**src/rtl/data_memory_io_stage_pkg.sv**
```systemverilog
// Shared definitions for the data memory / IO stage.
//   - FSM state encodings (IDLE=0, WAIT=1, DONE=2)
//   - default address-map and sizing constants used as top-level parameter defaults
//   - latched request record and a small alignment helper
package data_memory_io_stage_pkg;

  typedef enum logic [1:0] {
    S_IDLE = 2'd0,
    S_WAIT = 2'd1,
    S_DONE = 2'd2
  } dmemState_t;

  localparam int          DEF_MEMORY_DEPTH  = 64;
  localparam logic [31:0] DEF_RAM_BASE      = 32'h1001_0000;
  localparam logic [31:0] DEF_PORT_OUT_ADDR = 32'h1001_0400;
  localparam logic [31:0] DEF_PORT_IN_ADDR  = 32'h1001_0404;
  localparam int          DEF_WAIT_STATES   = 2;

  // One memory request as seen by the stage: op bits, byte address, store data.
  typedef struct packed {
    logic        rd;
    logic        wr;
    logic [31:0] addr;
    logic [31:0] wdata;
  } dmemReq_t;

  function automatic logic isWordAligned(input logic [1:0] lowBits);
    return lowBits == 2'b00;
  endfunction

endpackage

```
**src/rtl/data_memory_io_stage_sync_2ff.sv**
```systemverilog
// sync_2ff: two-flop synchronizer for a bus of NBits quasi-static bits.
// Used for PortIn, which changes asynchronously to clk; adds 2 cycles of latency.
// Ports:
//   clk    in   1      clock, rising edge
//   reset  in   1      asynchronous active-low reset (both stages clear to 0)
//   d      in   NBits  asynchronous input
//   q      out  NBits  synchronized output
module data_memory_io_stage_sync_2ff #(
  parameter int NBits = 8
) (
  input  logic             clk,
  input  logic             reset,
  input  logic [NBits-1:0] d,
  output logic [NBits-1:0] q
);

  logic [NBits-1:0] meta;

  always_ff @(posedge clk or negedge reset) begin
    if (!reset) begin
      meta <= '0;
      q    <= '0;
    end else begin
      meta <= d;
      q    <= meta;
    end
  end

endmodule

```
**src/rtl/data_memory_io_stage.sv**
```systemverilog
// data_memory_io_stage: MIPS memory stage with wait states.
// Serves lw/sw from the datapath (Address = ALU result, WriteData = ReadData2) to an
// internal word RAM and to memory-mapped PortOut/PortIn registers. Each access runs
// IDLE -> WAIT -> DONE -> IDLE; Ready pulses for one cycle in DONE and the core holds
// its PC until then.
// Optional feature: define DMEM_ACCESS_COUNTER_EN to add a 16-bit count of completed
// non-error accesses, readable at PORT_IN_ADDR+4 and cleared by a write there.
// Ports:
//   clk        in   1   clock, rising edge
//   reset      in   1   asynchronous active-low reset
//   MemRead    in   1   load request, held until Ready
//   MemWrite   in   1   store request, held until Ready
//   Address    in   32  byte address
//   WriteData  in   32  store data
//   ReadData   out  32  load data, valid while Ready=1, 0 otherwise
//   Ready      out  1   one-cycle completion pulse
//   Busy       out  1   high in WAIT and DONE
//   AddrError  out  1   with Ready: misaligned, unmapped or illegal access
//   PortIn     in   8   external input, asynchronous to clk
//   PortOut    out  32  output port register
module data_memory_io_stage
  import data_memory_io_stage_pkg::*;
#(
  parameter int          MEMORY_DEPTH  = DEF_MEMORY_DEPTH,
  parameter logic [31:0] RAM_BASE      = DEF_RAM_BASE,
  parameter logic [31:0] PORT_OUT_ADDR = DEF_PORT_OUT_ADDR,
  parameter logic [31:0] PORT_IN_ADDR  = DEF_PORT_IN_ADDR,
  parameter int          WAIT_STATES   = DEF_WAIT_STATES
) (
  input  logic        clk,
  input  logic        reset,
  input  logic        MemRead,
  input  logic        MemWrite,
  input  logic [31:0] Address,
  input  logic [31:0] WriteData,
  output logic [31:0] ReadData,
  output logic        Ready,
  output logic        Busy,
  output logic        AddrError,
  input  logic [7:0]  PortIn,
  output logic [31:0] PortOut
);

  localparam int          AW       = $clog2(MEMORY_DEPTH);
  localparam logic [31:0] RAM_SPAN = 32'(4 * MEMORY_DEPTH);
  localparam logic [3:0]  WS       = 4'(WAIT_STATES);

  dmemState_t  state;
  logic [3:0]  waitCnt;
  dmemReq_t    reqQ;
  dmemReq_t    req;
  logic [7:0]  portInSync;
  logic [31:0] mem [MEMORY_DEPTH];

  logic        enterDone;
  logic [31:0] ramOff;
  logic        aligned, ramHit, outHit, inHit, cntHit;
  logic        accErr;
  logic [31:0] rdData;
  logic        commitWr;

  data_memory_io_stage_sync_2ff #(.NBits(8)) uPortInSync (
    .clk   (clk),
    .reset (reset),
    .d     (PortIn),
    .q     (portInSync)
  );

  // In IDLE the live requester inputs drive decode so a zero-wait-state access can
  // commit on the same edge that accepts it; afterwards only the latched copy counts.
  always_comb begin
    req = reqQ;
    if (state == S_IDLE) begin
      req.rd    = MemRead;
      req.wr    = MemWrite;
      req.addr  = Address;
      req.wdata = WriteData;
    end
  end

  // The edge that moves the FSM into DONE is the commit edge.
  assign enterDone = ((state == S_IDLE) && (MemRead || MemWrite) && (WS == 4'd0)) ||
                     ((state == S_WAIT) && (waitCnt == 4'd1));

`ifdef DMEM_ACCESS_COUNTER_EN
  logic [15:0] accessCnt;
`endif

  // Address decode and read mux. Anything that is not a legal single-op access to a
  // mapped location is an error: no side effect, ReadData stays 0.
  always_comb begin
    ramOff  = req.addr - RAM_BASE;
    aligned = isWordAligned(req.addr[1:0]);
    ramHit  = aligned && (req.addr >= RAM_BASE) && (ramOff < RAM_SPAN);
    outHit  = aligned && (req.addr == PORT_OUT_ADDR);
    inHit   = aligned && (req.addr == PORT_IN_ADDR);
`ifdef DMEM_ACCESS_COUNTER_EN
    cntHit  = aligned && (req.addr == PORT_IN_ADDR + 32'd4);
`else
    cntHit  = 1'b0;
`endif
    accErr  = 1'b1;
    rdData  = '0;
    if (req.rd && !req.wr) begin
      if (ramHit) begin
        accErr = 1'b0;
        rdData = mem[ramOff[AW+1:2]];
      end else if (outHit) begin
        accErr = 1'b0;
        rdData = PortOut;
      end else if (inHit) begin
        accErr = 1'b0;
        rdData = {24'b0, portInSync};
      end
`ifdef DMEM_ACCESS_COUNTER_EN
      else if (cntHit) begin
        accErr = 1'b0;
        rdData = {16'b0, accessCnt};
      end
`endif
    end else if (req.wr && !req.rd) begin
      // PortIn is read-only, so a store there stays an error.
      accErr = !(ramHit || outHit || cntHit);
    end
  end

  assign commitWr = enterDone && !accErr && req.wr;

  // RAM contents are deliberately not reset.
  always_ff @(posedge clk) begin
    if (commitWr && ramHit)
      mem[ramOff[AW+1:2]] <= req.wdata;
  end

  always_ff @(posedge clk or negedge reset) begin
    if (!reset) begin
      state     <= S_IDLE;
      waitCnt   <= '0;
      reqQ      <= '0;
      ReadData  <= '0;
      Ready     <= 1'b0;
      Busy      <= 1'b0;
      AddrError <= 1'b0;
      PortOut   <= '0;
    end else begin
      ReadData  <= '0;
      Ready     <= 1'b0;
      AddrError <= 1'b0;

      if (enterDone) begin
        Ready     <= 1'b1;
        Busy      <= 1'b1;
        AddrError <= accErr;
        ReadData  <= rdData;
        if (commitWr && outHit)
          PortOut <= req.wdata;
      end

      unique case (state)
        S_IDLE: begin
          if (MemRead || MemWrite) begin
            reqQ    <= req;
            waitCnt <= WS;
            if (WS == 4'd0) begin
              state <= S_DONE;
            end else begin
              state <= S_WAIT;
              Busy  <= 1'b1;
            end
          end
        end
        S_WAIT: begin
          waitCnt <= waitCnt - 4'd1;
          if (waitCnt == 4'd1)
            state <= S_DONE;
        end
        S_DONE: begin
          state <= S_IDLE;
          Busy  <= 1'b0;
        end
        default: begin
          state <= S_IDLE;
          Busy  <= 1'b0;
        end
      endcase
    end
  end

`ifdef DMEM_ACCESS_COUNTER_EN
  // Counts completed good accesses; a store to the counter clears it and is not counted.
  always_ff @(posedge clk or negedge reset) begin
    if (!reset) begin
      accessCnt <= '0;
    end else if (enterDone && !accErr) begin
      if (req.wr && cntHit)
        accessCnt <= '0;
      else
        accessCnt <= accessCnt + 16'd1;
    end
  end
`endif

endmodule

```
**config.mk**
```make
export PLATFORM = sky130hd
export DESIGN_NAME = data_memory_io_stage
export DESIGN_NICKNAME = d
export VERILOG_FILES = /design/src/rtl/data_memory_io_stage_pkg.sv /design/src/rtl/data_memory_io_stage_sync_2ff.sv /design/src/rtl/data_memory_io_stage.sv
export SDC_FILE = /design/constraint.sdc
export NUM_CORES = 2
export LEC_CHECK = 0
export ABC_AREA = 1
export BUFFER_PORTS_ARGS = -buffer_cell sky130_fd_sc_hd__buf_4
export CAP_MARGIN = 20
export CELL_PAD_IN_SITES_DETAIL_PLACEMENT = 1
export CELL_PAD_IN_SITES_GLOBAL_PLACEMENT = 2
export CORE_UTILIZATION = 45
export DETAILED_ROUTE_END_ITERATION = 16
export GPL_ROUTABILITY_DRIVEN = 0
export HOLD_SLACK_MARGIN = 0.1
export PLACE_DENSITY_LB_ADDON = 0.1
export SLEW_MARGIN = 0
export SYNTH_ARGS = -nofsm -noshare
export SYNTH_HDL_FRONTEND = slang
export SYNTH_HIERARCHICAL = 1
export SYNTH_SLANG_ARGS = --single-unit
```
**constraint.sdc**
```tcl
create_clock -name clk -period 6.1 [get_ports clk]
set_input_delay 0.915 -clock clk [delete_from_list [all_inputs] [get_ports clk]]
set_output_delay 0.915 -clock clk [all_outputs]
set_load 0.02 [all_outputs]
```
== After elaboration in Yosys (flattened, before gate mapping) ==
Memory sizes are Yosys's and may differ from the RTL's.
Index checks and enable logic that the tools add are counted.
Word-level totals
  word-level logic and storage cells: 71
  bits of input ports: 76
  output and inout bits: 67
  ROM bits: 0
  bits in writable memories: 2048
  register bits after elaboration: 155
  memories: 1
  latch bits: 0
Cells by class
  multiplexer cells: 23
  bitwise operators: 0
  shift-type cells: 0
  $add $sub $neg: 2
  order comparisons: 2
  $mul: 0
  reductions and logical operators: 24
  divide/modulo/power cells: 0
  eq/ne operators: 6
Memories
  mem: words 64, width 32, rd ports 1, clocked after memory_dff 0, write ports 1, line data_memory_io_stage.sv:53  | logic [31:0] mem [MEMORY_DEPTH];
Operators by type and width (number)
  $mux 32: 4
  $mux 66: 1
  $eq 32x29->1 const B: 2
  $ge 32x29->1 const B: 1
  $lt 32x9->1 const B: 1
  $sub 32x29->32 const B: 1
  $logic_and 1x1->1: 11
  $mux 1: 11
  $mux 8: 1
  $pmux 4 s2: 1
  $reduce_and 2->1: 4
  $eq 4x1->1 const B: 1
  $logic_not 1->1: 4
  $logic_not 2->1: 2
  $mux 2: 2
  $mux 4: 1
  $ne 2x1->1 const B: 2
  $pmux 2 s2: 1
  $sub 4x1->4 const B: 1
  $eq 2x1->1 const B: 1
  $logic_or 1x1->1: 2
  $pmux 1 s2: 1
  $reduce_bool 2->1: 1

== Longest topological paths before layout ==
  depth after elaboration: 15
  gate-level depth with buffers: 20
  gate-level depth less buffers: 19

== Cells and area by module ==
Netlist, hierarchy kept.
Modules (own cells, without submodules)
  data_memory_io_stage: cells an instance 6391, sequential area each 64977.3 µm², area each 86729.4 µm², times used 1
  data_memory_io_stage_sync_2ff: cells an instance 16, sequential area each 400.4 µm², area each 400.4 µm², times used 1

== Worst setup path after synthesis ==
No wires, ideal clock.
  kind: input to register
  from: input port Address[22]
  to: memory mem[11][0], enable pin
  arrival time: 4.590 ns
  data required time: 5.639 ns
  library setup time: 0.461 ns
  slack: 1.049 ns
  cell stages on the path: 16
  buffers on the path: 1
  cells stage by stage: inv_1 nand2_1 o21ai_1 nand2_2 nor2_4 nand2_1 nor2_2 nand2_1 nand2_1 nand3_1 nor2_1 nand3_2 inv_4 buf_6 nand4_4 nor3_1
On the way
  cells in the longest elaborated chain, start to end: 14
Ends and longest elaborated chain
  start, declared: line data_memory_io_stage.sv:34  | input logic [31:0] Address,
  $mux 66 *: line data_memory_io_stage.sv:73  | if (state == S_IDLE) begin
  $sub 32x29->32 or $ge 32x29->1 (tied branches): line data_memory_io_stage.sv:92, data_memory_io_stage.sv:94
  $lt 32x9->1 or $logic_and 1x1->1 (tied branches): line data_memory_io_stage.sv:94  | ramHit = aligned && (req.addr >= RAM_BASE) && (ramOff < RAM_SPAN);
  $logic_and 1x1->1: line data_memory_io_stage.sv:94
  $logic_or 1x1->1: line data_memory_io_stage.sv:123  | accErr = !(ramHit || outHit || cntHit);
  $logic_not 1->1: line data_memory_io_stage.sv:123
  $mux 1: line data_memory_io_stage.sv:121  | end else if (req.wr && !req.rd) begin
  $mux 1: line data_memory_io_stage.sv:104  | if (req.rd && !req.wr) begin
  $logic_not 1->1: line data_memory_io_stage.sv:127  | assign commitWr = enterDone && !accErr && req.wr;
  $logic_and 1x1->1 (2 in series): line data_memory_io_stage.sv:127
  $logic_and 1x1->1 *: line data_memory_io_stage.sv:131  | if (commitWr && ramHit)
  $mux 1 *: line data_memory_io_stage.sv:131
  $mux 1 (implied by the code) *: line data_memory_io_stage.sv:132  | mem[ramOff[AW+1:2]] <= req.wdata;
  end, declared: line data_memory_io_stage.sv:53
Every way passes the cells marked *; elsewhere a longest branch is shown, timed or not.

== Worst setup path in the final report ==
  from: register state[1]
  to: register ReadData[26]
On the way
  cells in the longest elaborated chain, start to end: 8
Ends and longest elaborated chain
  start, declared: line data_memory_io_stage.sv:48  | dmemState_t state;
  start signal, assigned: line data_memory_io_stage.sv:137  | state <= S_IDLE;
  start signal, assigned: line data_memory_io_stage.sv:165  | state <= S_DONE;
  start signal, assigned: line data_memory_io_stage.sv:167  | state <= S_WAIT;
  $logic_not 2->1: line data_memory_io_stage.sv:73
  $mux 66: line data_memory_io_stage.sv:73
  $sub 32x29->32, or another cell as far along: line data_memory_io_stage.sv:92  | ramOff = req.addr - RAM_BASE;
  $lt 32x9->1, or another cell as far along: line data_memory_io_stage.sv:94
  $logic_and 1x1->1 or $mux 32 (tied branches): line data_memory_io_stage.sv:94, data_memory_io_stage.sv:108
  $mux 32: line data_memory_io_stage.sv:105  | if (ramHit) begin
  $mux 32: line data_memory_io_stage.sv:104
  $mux 32 *: line data_memory_io_stage.sv:150  | if (enterDone) begin
  end signal, assigned: line data_memory_io_stage.sv:154  | ReadData <= rdData;
  end, declared: line data_memory_io_stage.sv:36  | output logic [31:0] ReadData,
Marks and branches as above.
A chain may end at the register's enable or synchronous reset.

==> flow_summary_export.csv <==
group,metric,value,unit
run_status,status,"finished clean",
critical_path,cp.depth,15,
logic_synthesis,synth_compound_area_frac,0.0764,
logic_synthesis,synth-edff-count,2048,
floorplan,io-pin-count,143,
global_route,antenna_found_initial,15,
critical_path,max_stage_delay,840,ps
critical_path,r2r-start,"state[1]$_DFFE_PN0P_",
power,p_per_area,584,nW/um^2
routing,wl_per_cell,30.8,um
clock_tree,clock_latency,870,ps
critical_path,crit_required,6890,ps
critical_path,critical-path-top-delay-family,"simple AND/OR/NAND/NOR gates",
logic_synthesis,synth-main-ff-cell,"edfxtp_1",
logic_synthesis,ys_ff_latch,2203,
sta,rsz0062_at_grt,"false",
logic_synthesis,synth_xor_area_frac,0.000201,
job,drv_cap,0,
placement,place_area,92400,um^2
logic_synthesis,synthesis.area,87100,um^2
global_route,grt.total_usage,0.292,
floorplan,die_height,442,um
clock_tree,path_clk_slew,60,ps
critical_path,timing.rr.end,"ReadData[26]$_DFF_PN0_",
routing,drtIter0Drc,5093,
floorplan,core,192000,um^2
placement,hpwl,171000,um
logic_synthesis,synth_async_sr_flop_share,0.0704,
critical_path,critical-path-slowest-cell,"nor2_4",
power,p_leak,0.0342,uW
clock_tree,cts_max_level,4,
critical_path,worstSetupPathType,"reg -> reg",
routing,postRouteWirelength,287000,um
critical_path,cp-start-kind,"flop",
sta,tightest_slew,1170,ps
cells_and_area,synthToLayoutAreaGrowth,14.2,%
power,ir_drop,0.000529,V
routing,via_per_inst,5.98,
sta,hold_viol,0,
sta,setup_tns,0,ps
sta,relSlewSlack,0.220,
logic_synthesis,synth_nets,6485,
power,fin_total_pwr,58100,uW
sta,final_max_slew_viol_count,0,
critical_path,crit_top_cell,"nand2_1",
cells_and_area,drive_gt1_frac,0.186,
routing,first_pass_iters,5,
clock_tree,cts_tree,"yes",
sta,fin_ws,982,ps
placement,port_buffers,142,
sta,finalCritPeriodShare,0.839,
global_route,grt_max_degree,146,
clock_tree,cts_root_buf,"clkbuf_16",
logic_synthesis,yosys.area_share.simple,0.147,
logic_synthesis,synth-seq-area-share,0.750,
global_route,grt_pass1_vias,56600,
logic_synthesis,synth.avg_cell_area,13.6,um^2
logic_synthesis,synth_top_family_by_area,"simple AND/OR/NAND/NOR gates",
logic_synthesis,postSynthCellCount,6407,
routing,ant_nets,0,
global_route,grt_overflow,0,
logic_synthesis,synthAdderAreaFrac,0.000287,
cells_and_area,fin_area,99500,um^2
clock_tree,cts_buffers,225,
critical_path,timing.reg2reg.setup_slack,980,ps
critical_path,cp_num_buf_inv,2,
floorplan,start_util,0.453,
sta,fin_crit,5120,ps
placement,pre_cts_slack,923,ps
sta,clock_skew,28.8,ps
clock_tree,cts_max_path_buffers,3,
sta,setup_viol,0,
clock_tree,cts_resized,0,
logic_synthesis,synth.distinct_cells,48,
floorplan,dieArea,195000,um^2
cells_and_area,fin_util,0.517,
routing,num_vias,55700,
logic_synthesis,synth_warnings,6,
critical_path,endpoint_kind,"flop",
worst_hold_path,hold_path_class,"in -> reg",
critical_path,crit_path_start,"state[1]$_DFFE_PN0P_",
critical_path,crit_path_max_fanout,114,
cells_and_area,nNetsFinal,6675,
floorplan,rows,161,
sta,max_freq,195,MHz
critical_path,r2r_cells,15,
routing,drc,0,
critical_path,crit_arrival,5910,ps
critical_path,path_cells,"nor2_4 > nand2_1 > nand2_4 > inv_8 > nand2_8 > buf_12 > or2_2 > o2111ai_1 > nand3_1 > nand2_1 > nor2_1 > nand2_1 > o21ai_0 > o21ai_0 > nor2_1",
critical_path,crit_end,"ReadData[26]$_DFF_PN0_",
logic_synthesis,synth.area.mux_share,0.000158,
floorplan,die_w,442,um
clock_tree,cts.sinks,2203,
global_route,grt_first_pass_wirelength,414000,um
[worst min path at each step]
stage / startpoint / endpoint / slack, ps / cells past startpoint
after floorplan: uPortInSync/meta[0]$_DFF_PN0_ / uPortInSync/q[0]$_DFF_PN0_ / 330 / 0
after global placement: uPortInSync/meta[5]$_DFF_PN0_ / uPortInSync/q[5]$_DFF_PN0_ / 330 / 0
after detailed placement: uPortInSync/meta[2]$_DFF_PN0_ / uPortInSync/q[2]$_DFF_PN0_ / 340 / 0
after CTS: PortIn[1] / uPortInSync/meta[1]$_DFF_PN0_ / 100 / 1
after global routing: PortIn[3] / uPortInSync/meta[3]$_DFF_PN0_ / 130 / 1
final: PortIn[1] / uPortInSync/meta[1]$_DFF_PN0_ / 160 / 1
[area by class of cell]
type	count	area, um^2
Fill cell	18700	92900
Sequential cell	2203	65400
Tap cell	2526	3160
Inverter	125	527
Clock buffer	302	6150
Clock inverter	113	906
Antenna cell	6	15.0
Multi-Input combinational cell	3661	20000
Timing Repair Buffer	381	3390
[flip-flops by register name (all words and copies together), names as in the netlist]
name              count
PortOut              32
uPortInSync/q         8
ReadData             32
Ready                 1
AddrError             1
reqQ                 66
mem                2048
Busy                  1
state                 2
uPortInSync/meta      8
waitCnt               4
[worst register-to-register path, cell delays in order, from the launching register on]
cell	delay (ps)
dfrtp_1	440
nor2_4	840
nand2_1	240
nand2_4	290
inv_8	180
nand2_8	190
buf_12	370
or2_2	280
o2111ai_1	190
nand3_1	320
nand2_1	90
nor2_1	470
nand2_1	330
o21ai_0	530
o21ai_0	170
nor2_1	130
[cells in the mapped netlist, types with 52 or more instances]
library cell | number | area [um^2]
o211ai_1 | 98 | 736
buf_1 | 52 | 195
or2_2 | 401 | 2510
nand2_1 | 1535 | 5760
nor2_1 | 103 | 387
nand3_1 | 653 | 3270
o21ai_0 | 156 | 781
inv_1 | 117 | 439
clkbuf_1 | 274 | 1030
o221ai_1 | 158 | 1380
edfxtp_1 | 2048 | 61500
dfrtp_1 | 155 | 3880
buf_2 | 74 | 370
o2111ai_1 | 346 | 3030
[cells in the final DEF, fill, tap and decap left out, drive strengths merged, types with 98 or more instances in the layout]
cell type,Yosys,final
o2111ai,346,346
clkbuf,275,302
clkinv,1,118
buf,143,379
dfrtp,155,155
or2,402,402
inv,124,106
nand3,656,656
edfxtp,2048,2048
o221ai,158,158
o21ai,219,219
o211ai,98,98
nor2,111,111
nand2,1543,1543
[kinds of logic (layout without fill, tap and decap cells)]
family          Yosys count  count (layout)
simple gates           2792            2792
fa+ha+maj                 2               2
other cells               0               6
flops                  2203            2203
buf+inv                 543             921
xor+xnor                  2               2
compound gates          864             864
mux                       1               1
[through the flow]
step	hold slack [ps]	cells
detailed placement	336	8893
CTS	101	9309
global placement	335	8891
finish	159	9317
floorplan	331	6407
global route	129	9312
[power by group]
group          switching [uW]  total, uW  internal, uW
Combinational           19200      24700          5570
Clock                    5870      13400          7540
Sequential                134      19900         19800
[metal layers]
layer / global-route usage / routed length [um] / share of wire / vias up
met5: 0 / 13 / 0.000045 / -
met4: 0.111 / 11600 / 0.040 / 2
met3: 0.0378 / 15800 / 0.055 / 405
met2: 0.472 / 137000 / 0.48 / 1696
met1: 0.403 / 122000 / 0.43 / 29400
li1: - / - / - / 24200
[repair_timing]
action                                 CTS  global route
hold buffers                             1             1
endpoints found under the hold margin    1            43
buffers inserted                         0             0
Power figures use the tool's default switching activity.
